## config.mk

```make
export PLATFORM = sky130hd
export DESIGN_NAME = axi_master_fft_feed_flat
export DESIGN_NICKNAME = d
export VERILOG_FILES = /design/src/rtl/axi_master_fft_feed_if.sv /design/src/rtl/axi_master_fft_feed.sv /design/src/flat_wrapper.sv
export SDC_FILE = /design/constraint.sdc
export NUM_CORES = 1
export LEC_CHECK = 0
export BUFFER_PORTS_ARGS = -buffer_cell sky130_fd_sc_hd__buf_2
export CORE_AREA = 2 2 113 115
export DETAILED_ROUTE_END_ITERATION = 8
export DIE_AREA = 0 0 115 117
export GPL_ROUTABILITY_DRIVEN = 0
export PLACE_DENSITY_LB_ADDON = 0.08
export SETUP_SLACK_MARGIN = 0.4
export SYNTH_ARGS = -nofsm -noshare
export SYNTH_HDL_FRONTEND = slang
export SYNTH_SLANG_ARGS = --single-unit
export TNS_END_PERCENT = 100
```

## constraint.sdc

```tcl
create_clock -name M_AXI_ACLK -period 3 [get_ports M_AXI_ACLK]
set_clock_uncertainty 0.05 [all_clocks]
set_input_delay 0.15 -clock M_AXI_ACLK [delete_from_list [all_inputs] [get_ports M_AXI_ACLK]]
set_output_delay 0.15 -clock M_AXI_ACLK [all_outputs]
set_load 0.1 [all_outputs]
```

## src/rtl/axi_master_fft_feed_if.sv

```systemverilog
// AXI4 master-side bundle (AW/W/B/AR/R) for the FFT feed engine.
// Data is fixed at 32 bits; ID and address widths are parameterised.
interface axi_master_fft_feed_if #(
  parameter int WIDTH_SID = 15,
  parameter int WIDTH_AD  = 14
);
  logic [WIDTH_SID-1:0] AWID;
  logic [WIDTH_AD-1:0]  AWADDR;
  logic [7:0]           AWLEN;
  logic [2:0]           AWSIZE;
  logic [1:0]           AWBURST;
  logic                 AWVALID;
  logic                 AWREADY;

  logic [WIDTH_SID-1:0] WID;
  logic [31:0]          WDATA;
  logic [3:0]           WSTRB;
  logic                 WLAST;
  logic                 WVALID;
  logic                 WREADY;

  logic [WIDTH_SID-1:0] BID;
  logic [1:0]           BRESP;
  logic                 BVALID;
  logic                 BREADY;

  logic [WIDTH_SID-1:0] ARID;
  logic [WIDTH_AD-1:0]  ARADDR;
  logic [7:0]           ARLEN;
  logic [2:0]           ARSIZE;
  logic [1:0]           ARBURST;
  logic                 ARVALID;
  logic                 ARREADY;

  logic [WIDTH_SID-1:0] RID;
  logic [31:0]          RDATA;
  logic [1:0]           RRESP;
  logic                 RLAST;
  logic                 RVALID;
  logic                 RREADY;

  modport master (
    output AWID, AWADDR, AWLEN, AWSIZE, AWBURST, AWVALID, input AWREADY,
    output WID, WDATA, WSTRB, WLAST, WVALID, input WREADY,
    input  BID, BRESP, BVALID, output BREADY,
    output ARID, ARADDR, ARLEN, ARSIZE, ARBURST, ARVALID, input ARREADY,
    input  RID, RDATA, RRESP, RLAST, RVALID, output RREADY
  );

  modport slave (
    input  AWID, AWADDR, AWLEN, AWSIZE, AWBURST, AWVALID, output AWREADY,
    input  WID, WDATA, WSTRB, WLAST, WVALID, output WREADY,
    output BID, BRESP, BVALID, input BREADY,
    input  ARID, ARADDR, ARLEN, ARSIZE, ARBURST, ARVALID, output ARREADY,
    output RID, RDATA, RRESP, RLAST, RVALID, input RREADY
  );
endinterface

```

## src/rtl/axi_master_fft_feed.sv

```systemverilog
// Streams one N_PT-sample frame out as an AXI write burst, then reads the same
// region back as a read burst and forwards it to the result sink.
module axi_master_fft_feed #(
  parameter int WIDTH_SID = 15,
  parameter int WIDTH_AD  = 14,
  parameter int N_PT      = 128,
  parameter int BASE_ADDR = 0
) (
  input  logic        M_AXI_ACLK,
  input  logic        M_AXI_ARESETN,
  input  logic        start,
  output logic        busy,
  output logic        done,
  output logic        err,
  input  logic        in_valid,
  output logic        in_ready,
  input  logic [31:0] in_data,
  output logic        out_valid,
  input  logic        out_ready,
  output logic [31:0] out_data,
  axi_master_fft_feed_if.master m_axi
);

  typedef enum logic [2:0] {S_IDLE, S_AW, S_W, S_B, S_AR, S_R, S_DONE} state_t;

  localparam logic [7:0]          LAST_BEAT = 8'(N_PT - 1);
  localparam logic [WIDTH_AD-1:0] ADDR      = WIDTH_AD'(BASE_ADDR);

  state_t     state_q;
  logic [7:0] cnt_q;
  logic       err_q;
  logic       last_beat;
  logic       w_hs;
  logic       r_hs;
  logic       unused_ok;

  assign last_beat = (cnt_q == LAST_BEAT);
  assign w_hs      = (state_q == S_W) && in_valid && m_axi.WREADY;
  assign r_hs      = (state_q == S_R) && m_axi.RVALID && out_ready;
  assign unused_ok = ^{m_axi.BID, m_axi.RID};

  // Reset abandons any burst in flight; the next start begins a fresh frame.
  always_ff @(posedge M_AXI_ACLK or negedge M_AXI_ARESETN) begin
    if (!M_AXI_ARESETN) begin
      state_q <= S_IDLE;
      cnt_q   <= '0;
      err_q   <= 1'b0;
    end else begin
      unique case (state_q)
        S_IDLE: begin
          if (start) begin
            state_q <= S_AW;
            err_q   <= 1'b0;
          end
        end
        S_AW: begin
          if (m_axi.AWREADY) begin
            state_q <= S_W;
            cnt_q   <= '0;
          end
        end
        S_W: begin
          if (w_hs) begin
            cnt_q <= cnt_q + 8'd1;
            if (last_beat) state_q <= S_B;
          end
        end
        S_B: begin
          if (m_axi.BVALID) begin
            if (m_axi.BRESP != 2'b00) err_q <= 1'b1;
            state_q <= S_AR;
          end
        end
        S_AR: begin
          if (m_axi.ARREADY) begin
            state_q <= S_R;
            cnt_q   <= '0;
          end
        end
        S_R: begin
          if (r_hs) begin
            cnt_q <= cnt_q + 8'd1;
            // The slave's RLAST must agree with our own beat count.
            if ((m_axi.RLAST != last_beat) || (m_axi.RRESP != 2'b00)) err_q <= 1'b1;
            if (last_beat) state_q <= S_DONE;
          end
        end
        S_DONE: state_q <= S_IDLE;
        default: state_q <= S_IDLE;
      endcase
    end
  end

  assign busy = (state_q != S_IDLE);
  assign done = (state_q == S_DONE);
  assign err  = err_q;

  assign m_axi.AWID    = '0;
  assign m_axi.AWADDR  = ADDR;
  assign m_axi.AWLEN   = LAST_BEAT;
  assign m_axi.AWSIZE  = 3'b010;
  assign m_axi.AWBURST = 2'b01;
  assign m_axi.AWVALID = (state_q == S_AW);

  // Write data is a straight pass-through of the sample source.
  assign m_axi.WID    = '0;
  assign m_axi.WDATA  = in_data;
  assign m_axi.WSTRB  = 4'hF;
  assign m_axi.WLAST  = (state_q == S_W) && last_beat;
  assign m_axi.WVALID = (state_q == S_W) && in_valid;
  assign in_ready     = (state_q == S_W) && m_axi.WREADY;

  assign m_axi.BREADY = (state_q == S_B);

  assign m_axi.ARID    = '0;
  assign m_axi.ARADDR  = ADDR;
  assign m_axi.ARLEN   = LAST_BEAT;
  assign m_axi.ARSIZE  = 3'b010;
  assign m_axi.ARBURST = 2'b01;
  assign m_axi.ARVALID = (state_q == S_AR);

  assign m_axi.RREADY = (state_q == S_R) && out_ready;
  assign out_valid    = (state_q == S_R) && m_axi.RVALID;
  assign out_data     = m_axi.RDATA;

endmodule
```

## src/flat_wrapper.sv

```systemverilog
// flat-port wrapper written by rule: the top's interface ports become plain ports
module axi_master_fft_feed_flat 
#(
  parameter int WIDTH_SID = 15,
  parameter int WIDTH_AD  = 14,
  parameter int N_PT      = 128,
  parameter int BASE_ADDR = 0
)
  (M_AXI_ACLK, M_AXI_ARESETN, start, busy, done, err, in_valid, in_ready, in_data, out_valid, out_ready, out_data, m_axi_AWID, m_axi_AWADDR, m_axi_AWLEN, m_axi_AWSIZE, m_axi_AWBURST, m_axi_AWVALID, m_axi_AWREADY, m_axi_WID, m_axi_WDATA, m_axi_WSTRB, m_axi_WLAST, m_axi_WVALID, m_axi_WREADY, m_axi_BID, m_axi_BRESP, m_axi_BVALID, m_axi_BREADY, m_axi_ARID, m_axi_ARADDR, m_axi_ARLEN, m_axi_ARSIZE, m_axi_ARBURST, m_axi_ARVALID, m_axi_ARREADY, m_axi_RID, m_axi_RDATA, m_axi_RRESP, m_axi_RLAST, m_axi_RVALID, m_axi_RREADY);
  axi_master_fft_feed_if #(.WIDTH_SID(WIDTH_SID), .WIDTH_AD(WIDTH_AD)) m_axi_i ();
  input  logic M_AXI_ACLK;
  input  logic M_AXI_ARESETN;
  input  logic start;
  output logic busy;
  output logic done;
  output logic err;
  input  logic in_valid;
  output logic in_ready;
  input  logic [31:0] in_data;
  output logic out_valid;
  input  logic out_ready;
  output logic [31:0] out_data;
  output wire logic [$bits(m_axi_i.AWID)-1:0] m_axi_AWID;
  output wire logic [$bits(m_axi_i.AWADDR)-1:0] m_axi_AWADDR;
  output wire logic [$bits(m_axi_i.AWLEN)-1:0] m_axi_AWLEN;
  output wire logic [$bits(m_axi_i.AWSIZE)-1:0] m_axi_AWSIZE;
  output wire logic [$bits(m_axi_i.AWBURST)-1:0] m_axi_AWBURST;
  output wire logic [$bits(m_axi_i.AWVALID)-1:0] m_axi_AWVALID;
  input wire logic [$bits(m_axi_i.AWREADY)-1:0] m_axi_AWREADY;
  output wire logic [$bits(m_axi_i.WID)-1:0] m_axi_WID;
  output wire logic [$bits(m_axi_i.WDATA)-1:0] m_axi_WDATA;
  output wire logic [$bits(m_axi_i.WSTRB)-1:0] m_axi_WSTRB;
  output wire logic [$bits(m_axi_i.WLAST)-1:0] m_axi_WLAST;
  output wire logic [$bits(m_axi_i.WVALID)-1:0] m_axi_WVALID;
  input wire logic [$bits(m_axi_i.WREADY)-1:0] m_axi_WREADY;
  input wire logic [$bits(m_axi_i.BID)-1:0] m_axi_BID;
  input wire logic [$bits(m_axi_i.BRESP)-1:0] m_axi_BRESP;
  input wire logic [$bits(m_axi_i.BVALID)-1:0] m_axi_BVALID;
  output wire logic [$bits(m_axi_i.BREADY)-1:0] m_axi_BREADY;
  output wire logic [$bits(m_axi_i.ARID)-1:0] m_axi_ARID;
  output wire logic [$bits(m_axi_i.ARADDR)-1:0] m_axi_ARADDR;
  output wire logic [$bits(m_axi_i.ARLEN)-1:0] m_axi_ARLEN;
  output wire logic [$bits(m_axi_i.ARSIZE)-1:0] m_axi_ARSIZE;
  output wire logic [$bits(m_axi_i.ARBURST)-1:0] m_axi_ARBURST;
  output wire logic [$bits(m_axi_i.ARVALID)-1:0] m_axi_ARVALID;
  input wire logic [$bits(m_axi_i.ARREADY)-1:0] m_axi_ARREADY;
  input wire logic [$bits(m_axi_i.RID)-1:0] m_axi_RID;
  input wire logic [$bits(m_axi_i.RDATA)-1:0] m_axi_RDATA;
  input wire logic [$bits(m_axi_i.RRESP)-1:0] m_axi_RRESP;
  input wire logic [$bits(m_axi_i.RLAST)-1:0] m_axi_RLAST;
  input wire logic [$bits(m_axi_i.RVALID)-1:0] m_axi_RVALID;
  output wire logic [$bits(m_axi_i.RREADY)-1:0] m_axi_RREADY;
  assign m_axi_AWID = m_axi_i.AWID;
  assign m_axi_AWADDR = m_axi_i.AWADDR;
  assign m_axi_AWLEN = m_axi_i.AWLEN;
  assign m_axi_AWSIZE = m_axi_i.AWSIZE;
  assign m_axi_AWBURST = m_axi_i.AWBURST;
  assign m_axi_AWVALID = m_axi_i.AWVALID;
  assign m_axi_i.AWREADY = m_axi_AWREADY;
  assign m_axi_WID = m_axi_i.WID;
  assign m_axi_WDATA = m_axi_i.WDATA;
  assign m_axi_WSTRB = m_axi_i.WSTRB;
  assign m_axi_WLAST = m_axi_i.WLAST;
  assign m_axi_WVALID = m_axi_i.WVALID;
  assign m_axi_i.WREADY = m_axi_WREADY;
  assign m_axi_i.BID = m_axi_BID;
  assign m_axi_i.BRESP = m_axi_BRESP;
  assign m_axi_i.BVALID = m_axi_BVALID;
  assign m_axi_BREADY = m_axi_i.BREADY;
  assign m_axi_ARID = m_axi_i.ARID;
  assign m_axi_ARADDR = m_axi_i.ARADDR;
  assign m_axi_ARLEN = m_axi_i.ARLEN;
  assign m_axi_ARSIZE = m_axi_i.ARSIZE;
  assign m_axi_ARBURST = m_axi_i.ARBURST;
  assign m_axi_ARVALID = m_axi_i.ARVALID;
  assign m_axi_i.ARREADY = m_axi_ARREADY;
  assign m_axi_i.RID = m_axi_RID;
  assign m_axi_i.RDATA = m_axi_RDATA;
  assign m_axi_i.RRESP = m_axi_RRESP;
  assign m_axi_i.RLAST = m_axi_RLAST;
  assign m_axi_i.RVALID = m_axi_RVALID;
  assign m_axi_RREADY = m_axi_i.RREADY;
  axi_master_fft_feed #(.WIDTH_SID(WIDTH_SID), .WIDTH_AD(WIDTH_AD), .N_PT(N_PT), .BASE_ADDR(BASE_ADDR)) u_core (.M_AXI_ACLK(M_AXI_ACLK), .M_AXI_ARESETN(M_AXI_ARESETN), .start(start), .busy(busy), .done(done), .err(err), .in_valid(in_valid), .in_ready(in_ready), .in_data(in_data), .out_valid(out_valid), .out_ready(out_ready), .out_data(out_data), .m_axi(m_axi_i));
endmodule
```

; After elaboration in Yosys (flattened, before gate mapping)
; Index checks and enable logic that the tools add are counted.
[totals]
regBits = 12
inputBits = 109
out_inout_bits = 178
elab_cells = 59
[op_classes]
addsub = 1
n_eq_ne = 18
n_mux = 20
n_reduce_logical = 17
[ops]
columns = op, count
row1 = $mux 8, 4
row2 = $pmux 8 s4, 1
row3 = $mux 3, 8
row4 = $pmux 3 s6, 1
row5 = $ne 2x1->1 const B, 8
row6 = $eq 3x3->1 const B, 3
row7 = $add 8x1->8 const B, 1
row8 = $eq 8x7->1 const B, 1
row9 = $reduce_and 8->1, 1
row10 = $logic_and 1x1->1, 7
row11 = $eq 3x2->1 const B, 2
row12 = $reduce_and 6->1, 1
row13 = $reduce_bool 3->1, 2
row14 = $mux 1, 5
row15 = $reduce_and 5->1, 1
row16 = $ne 2x2->1 const B, 2
row17 = $reduce_bool 2->1, 2
row18 = $reduce_bool 4->1, 1
row19 = $eq 3x1->1 const B, 1
row20 = $logic_not 3->1, 1
row21 = $pmux 1 s3, 1
row22 = $logic_or 1x1->1, 1
row23 = $ne 1x1->1, 1

; Logic depth before layout (Yosys ltp)
[logic_depth]
word_depth = 6
depth_mapped = 7
depth_no_buf = 6

; Worst setup path after synthesis
; OpenSTA, ideal clock, no wires.
[synth_timing]
path_type = flip-flop to output port
startpoint = register u_core.cnt_q[0]
endpoint = output m_axi_WLAST
arrival_time_ns = 3.342
required_time_ns = 2.800
slack_ns = -0.542
path_stages_with_launch = 6
n_path_buf = 1
cell_sequence = dfrtp_1 -> ha_1 -> nand3_2 -> or4b_1 -> buf_2 -> nor3_1
[synth_via]
elab_chain_cells = 2
[synth_rtl]
columns = element, line_no
row1 = "start, declared", axi_master_fft_feed.sv:30  ; logic [7:0] cnt_q;
row2 = "start signal, assigned", axi_master_fft_feed.sv:64  ; cnt_q <= cnt_q + 8'd1;
row3 = "start signal, assigned", axi_master_fft_feed.sv:82  ; cnt_q <= cnt_q + 8'd1;
row4 = $eq 8x7->1, axi_master_fft_feed.sv:37  ; assign last_beat = (cnt_q == LAST_BEAT);
row5 = $logic_and 1x1->1, axi_master_fft_feed.sv:109  ; assign m_axi.WLAST = (state_q == S_W) && last_beat;
row6 = "end, declared", flat_wrapper.sv:33  ; output wire logic [$bits(m_axi_i.WLAST)-1:0] m_axi_WLAST;
; No other way between the ends.

; Final worst setup path
; Ends and elaborated chain as after synthesis.

==> flow_metrics.tcl <==
set metrics [dict create \
    p_int_mw 0.619 \
    slew-limit-headroom 0.528 \
    ys_ff_latch 12 \
    synth_top_area_frac 0.596 \
    die_w_um 115 \
    postCtsSetupBuffers 0 \
    clockBufferDepth 2 \
    slowest_stage "or4b_1" \
    htreeDepth 1 \
    layout_common_cells "103 x conb_1, 25 x buf_2, 12 x dfrtp_1" \
    cts_buffers 3 \
    leakage_nw 0.883 \
    dieHeight_um 117 \
    fin_cells 383 \
    drc 0 \
    netlist_area_um2 2120 \
    maxCapViolations 0 \
    cts_tree "done" \
    postRouteAntennaNets 0 \
    vdd_ir_drop_max_mv 0.157 \
    fin_crit_sh 0.831 \
    dieArea_um2 13500 \
    clk_pin_slew_ns 0.05 \
    routed_wirelength_um 3810 \
    power_mw 1.90 \
    hold_ws_ns 0.163 \
    worstPathRequired_ns 2.80 \
    fmax_mhz 401 \
    grt_usage 0.0524 \
    final_common_cell "conb_1" \
    antenna_found_initial 0 \
    grt_max_degree 17 \
    netlist_instances 271 \
    cp-end-kind "output pin" \
    max_stage_delay_ns 0.69 \
    setup_viol 0 \
    synth_area_leaders "buf_4 60%, dfrtp_1 14%, nor2_1 2.0%, a21oi_1 1.9%, o21ai_0 1.9%" \
    min_period_ns 2.49 \
    grt_pass1_vias 936 \
    viasPerCell 3.02 \
    cts_sinks 12 \
    start_kind "register" \
    path_class "register to output pin" \
    rsz0062_at_grt "no" \
    place_area_um2 1560 \
    grt_pass1_wl_um 5400 \
    synth_cell_type_count 40 \
    num_vias 1157 \
    hp-class "primary input to register" \
    tns_ns 0 \
    hold_viol_final 0 \
    fin_ws_ns 0.506 \
    arrival_ns 2.29 \
    placement.io_buffers 25 \
    clockPowerShare 0.144 \
    post-place-ws_ns 0.511 \
    combinationalPowerShare 0.721 \
    fin_nets 344 \
    tightest_slew_ns 0.702 \
    critical_path.top_delay_family "simple AND/OR/NAND/NOR gates" \
    dp_hpwl_um 3120 \
    status "finished clean" \
    crit_chain "ha_1 -> nand3_2 -> or4b_1 -> nor3_4 -> buf_2" \
    p_seq_frac 0.135 \
    coreArea_um2 12300 \
    num_antenna_cells 0 \
    area_growth_syn_to_layout_pct -21.6 \
    placementRows 41 \
    critPathBufInv 1 \
    drv_slew 0 \
    gr-total-overflow 0 \
    firstDrtPassIters 2 \
    post-place-cells 378 \
    cts_resized 0 \
    floorplan.initialDensity 0.172 \
    routedWlPerCell_um 9.95 \
    drtIter0Drc 65 \
    power.density_nw_per_um2 1150 \
    avgSynthCellArea_um2 7.81 \
    clock-root-buffer "clkbuf_16" \
    drive_above_1_share 0.176 \
    yosysSeqAreaShare 0.142 \
    yosys_warnings 0 \
    cp_max_fo 5 \
    io_pins 287 \
    post-route-util 0.135 \
    synth_top_cell_by_area "buf_4" \
    swShare 0.675 \
    final_area_um2 1660 \
    clk_latency_ns 0.24 \
    p_sw_mw 1.29 \
]
## state kept, by name, indices dropped and copies added, names as in the netlist
register,flops
u_core.cnt_q,8
u_core.err,1
u_core.state_q,3
## per-layer routing
metal  track usage  up-vias  share of wire
li1              -      530              -
met1        0.0578      495           0.38
met2        0.0737      100           0.41
met3        0.0278       32           0.14
met4        0.0442        0          0.070
met5             0        -              0
## repair_timing
item,4_1_cts,5_1_grt
hold buffers,1,0
endpoints found under the setup margin,0,0
endpoints found under the hold margin,12,0
## cells by family (layout without fill, tap and decap cells)
family,count (synthesis),after routing,synth area share
simple gates,48,48,0.130
flops,12,12,0.142
compound gates,29,29,0.0904
fa+ha+maj,1,1,0.00591
mux,1,1,0.00532
buf+inv,176,37,0.615
xor+xnor,2,2,0.00828
other cells,2,103,0.00355
## cell type report
| cell class | instances | area (µm²) |
|---|---|---|
| multi-input combinational | 184 | 906 |
| sequential | 12 | 300 |
| timing repair buffer | 30 | 165 |
| tap | 150 | 188 |
| clock buffer | 4 | 88.8 |
| fill | 1434 | 10700 |
| inverter | 3 | 11.3 |
## path summary, 6_finish.rpt
path	cells after the start	slack [ns]	to	start
setup / recovery	5	0.51	m_axi_WLAST	u_core.cnt_q[0]
hold / removal	3	0.16	u_core.state_q[2]	m_axi_BVALID
setup reg to reg	6	0.51	u_core.err	u_core.cnt_q[0]
hold reg to reg	1	0.45	u_core.err	u_core.err
max in group asynchronous	2	2.36	u_core.cnt_q[4]	M_AXI_ARESETN
min in group asynchronous	2	0.30	u_core.cnt_q[1]	M_AXI_ARESETN
## power groups by stage
stage	Sequential, mW	Clock (mW)	Combinational [mW]
floorplan	0.246	0	1.72
global placement	0.261	0	1.39
detailed placement	0.262	0	1.38
CTS	0.257	0.285	1.38
global route	0.269	0.293	1.46
finish	0.257	0.274	1.37
## worst register-to-register path: stages, from the launching register on
cell and delay, ns:
dfrtp_1 0.38, ha_1 0.25, nand3_2 0.12, or4b_1 0.69, xor2_1 0.21, a311oi_2 0.30
mux2_1 0.36
## synthesized netlist by cell type
cell type and n:
clkbuf_1 2, nor3_1 7, or4b_2 2, xnor2_1 1
nand2b_1 3, nand3_2 1, or3_2 1, a311oi_2 1
a211o_1 1, or3_1 1, buf_2 2, dfrtp_1 12
xor2_1 1, nor3b_2 1, nand2_1 6, a32o_1 1
and3_1 1, inv_1 3, nand3_1 3, and2_1 4
a31oi_1 1, a21o_1 3, conb_1 2, nor2_1 11
a21boi_0 1, nor2b_1 1, and3b_1 1, mux2_1 1
or4_2 1, buf_6 1, a21oi_1 8, or4_1 2
nand4_1 1, a2111o_1 1, o31ai_1 3, o21a_1 1
o21ai_0 8, ha_1 1, or4b_1 1, buf_4 168
No activity file was read; power rests on OpenSTA's default activity.
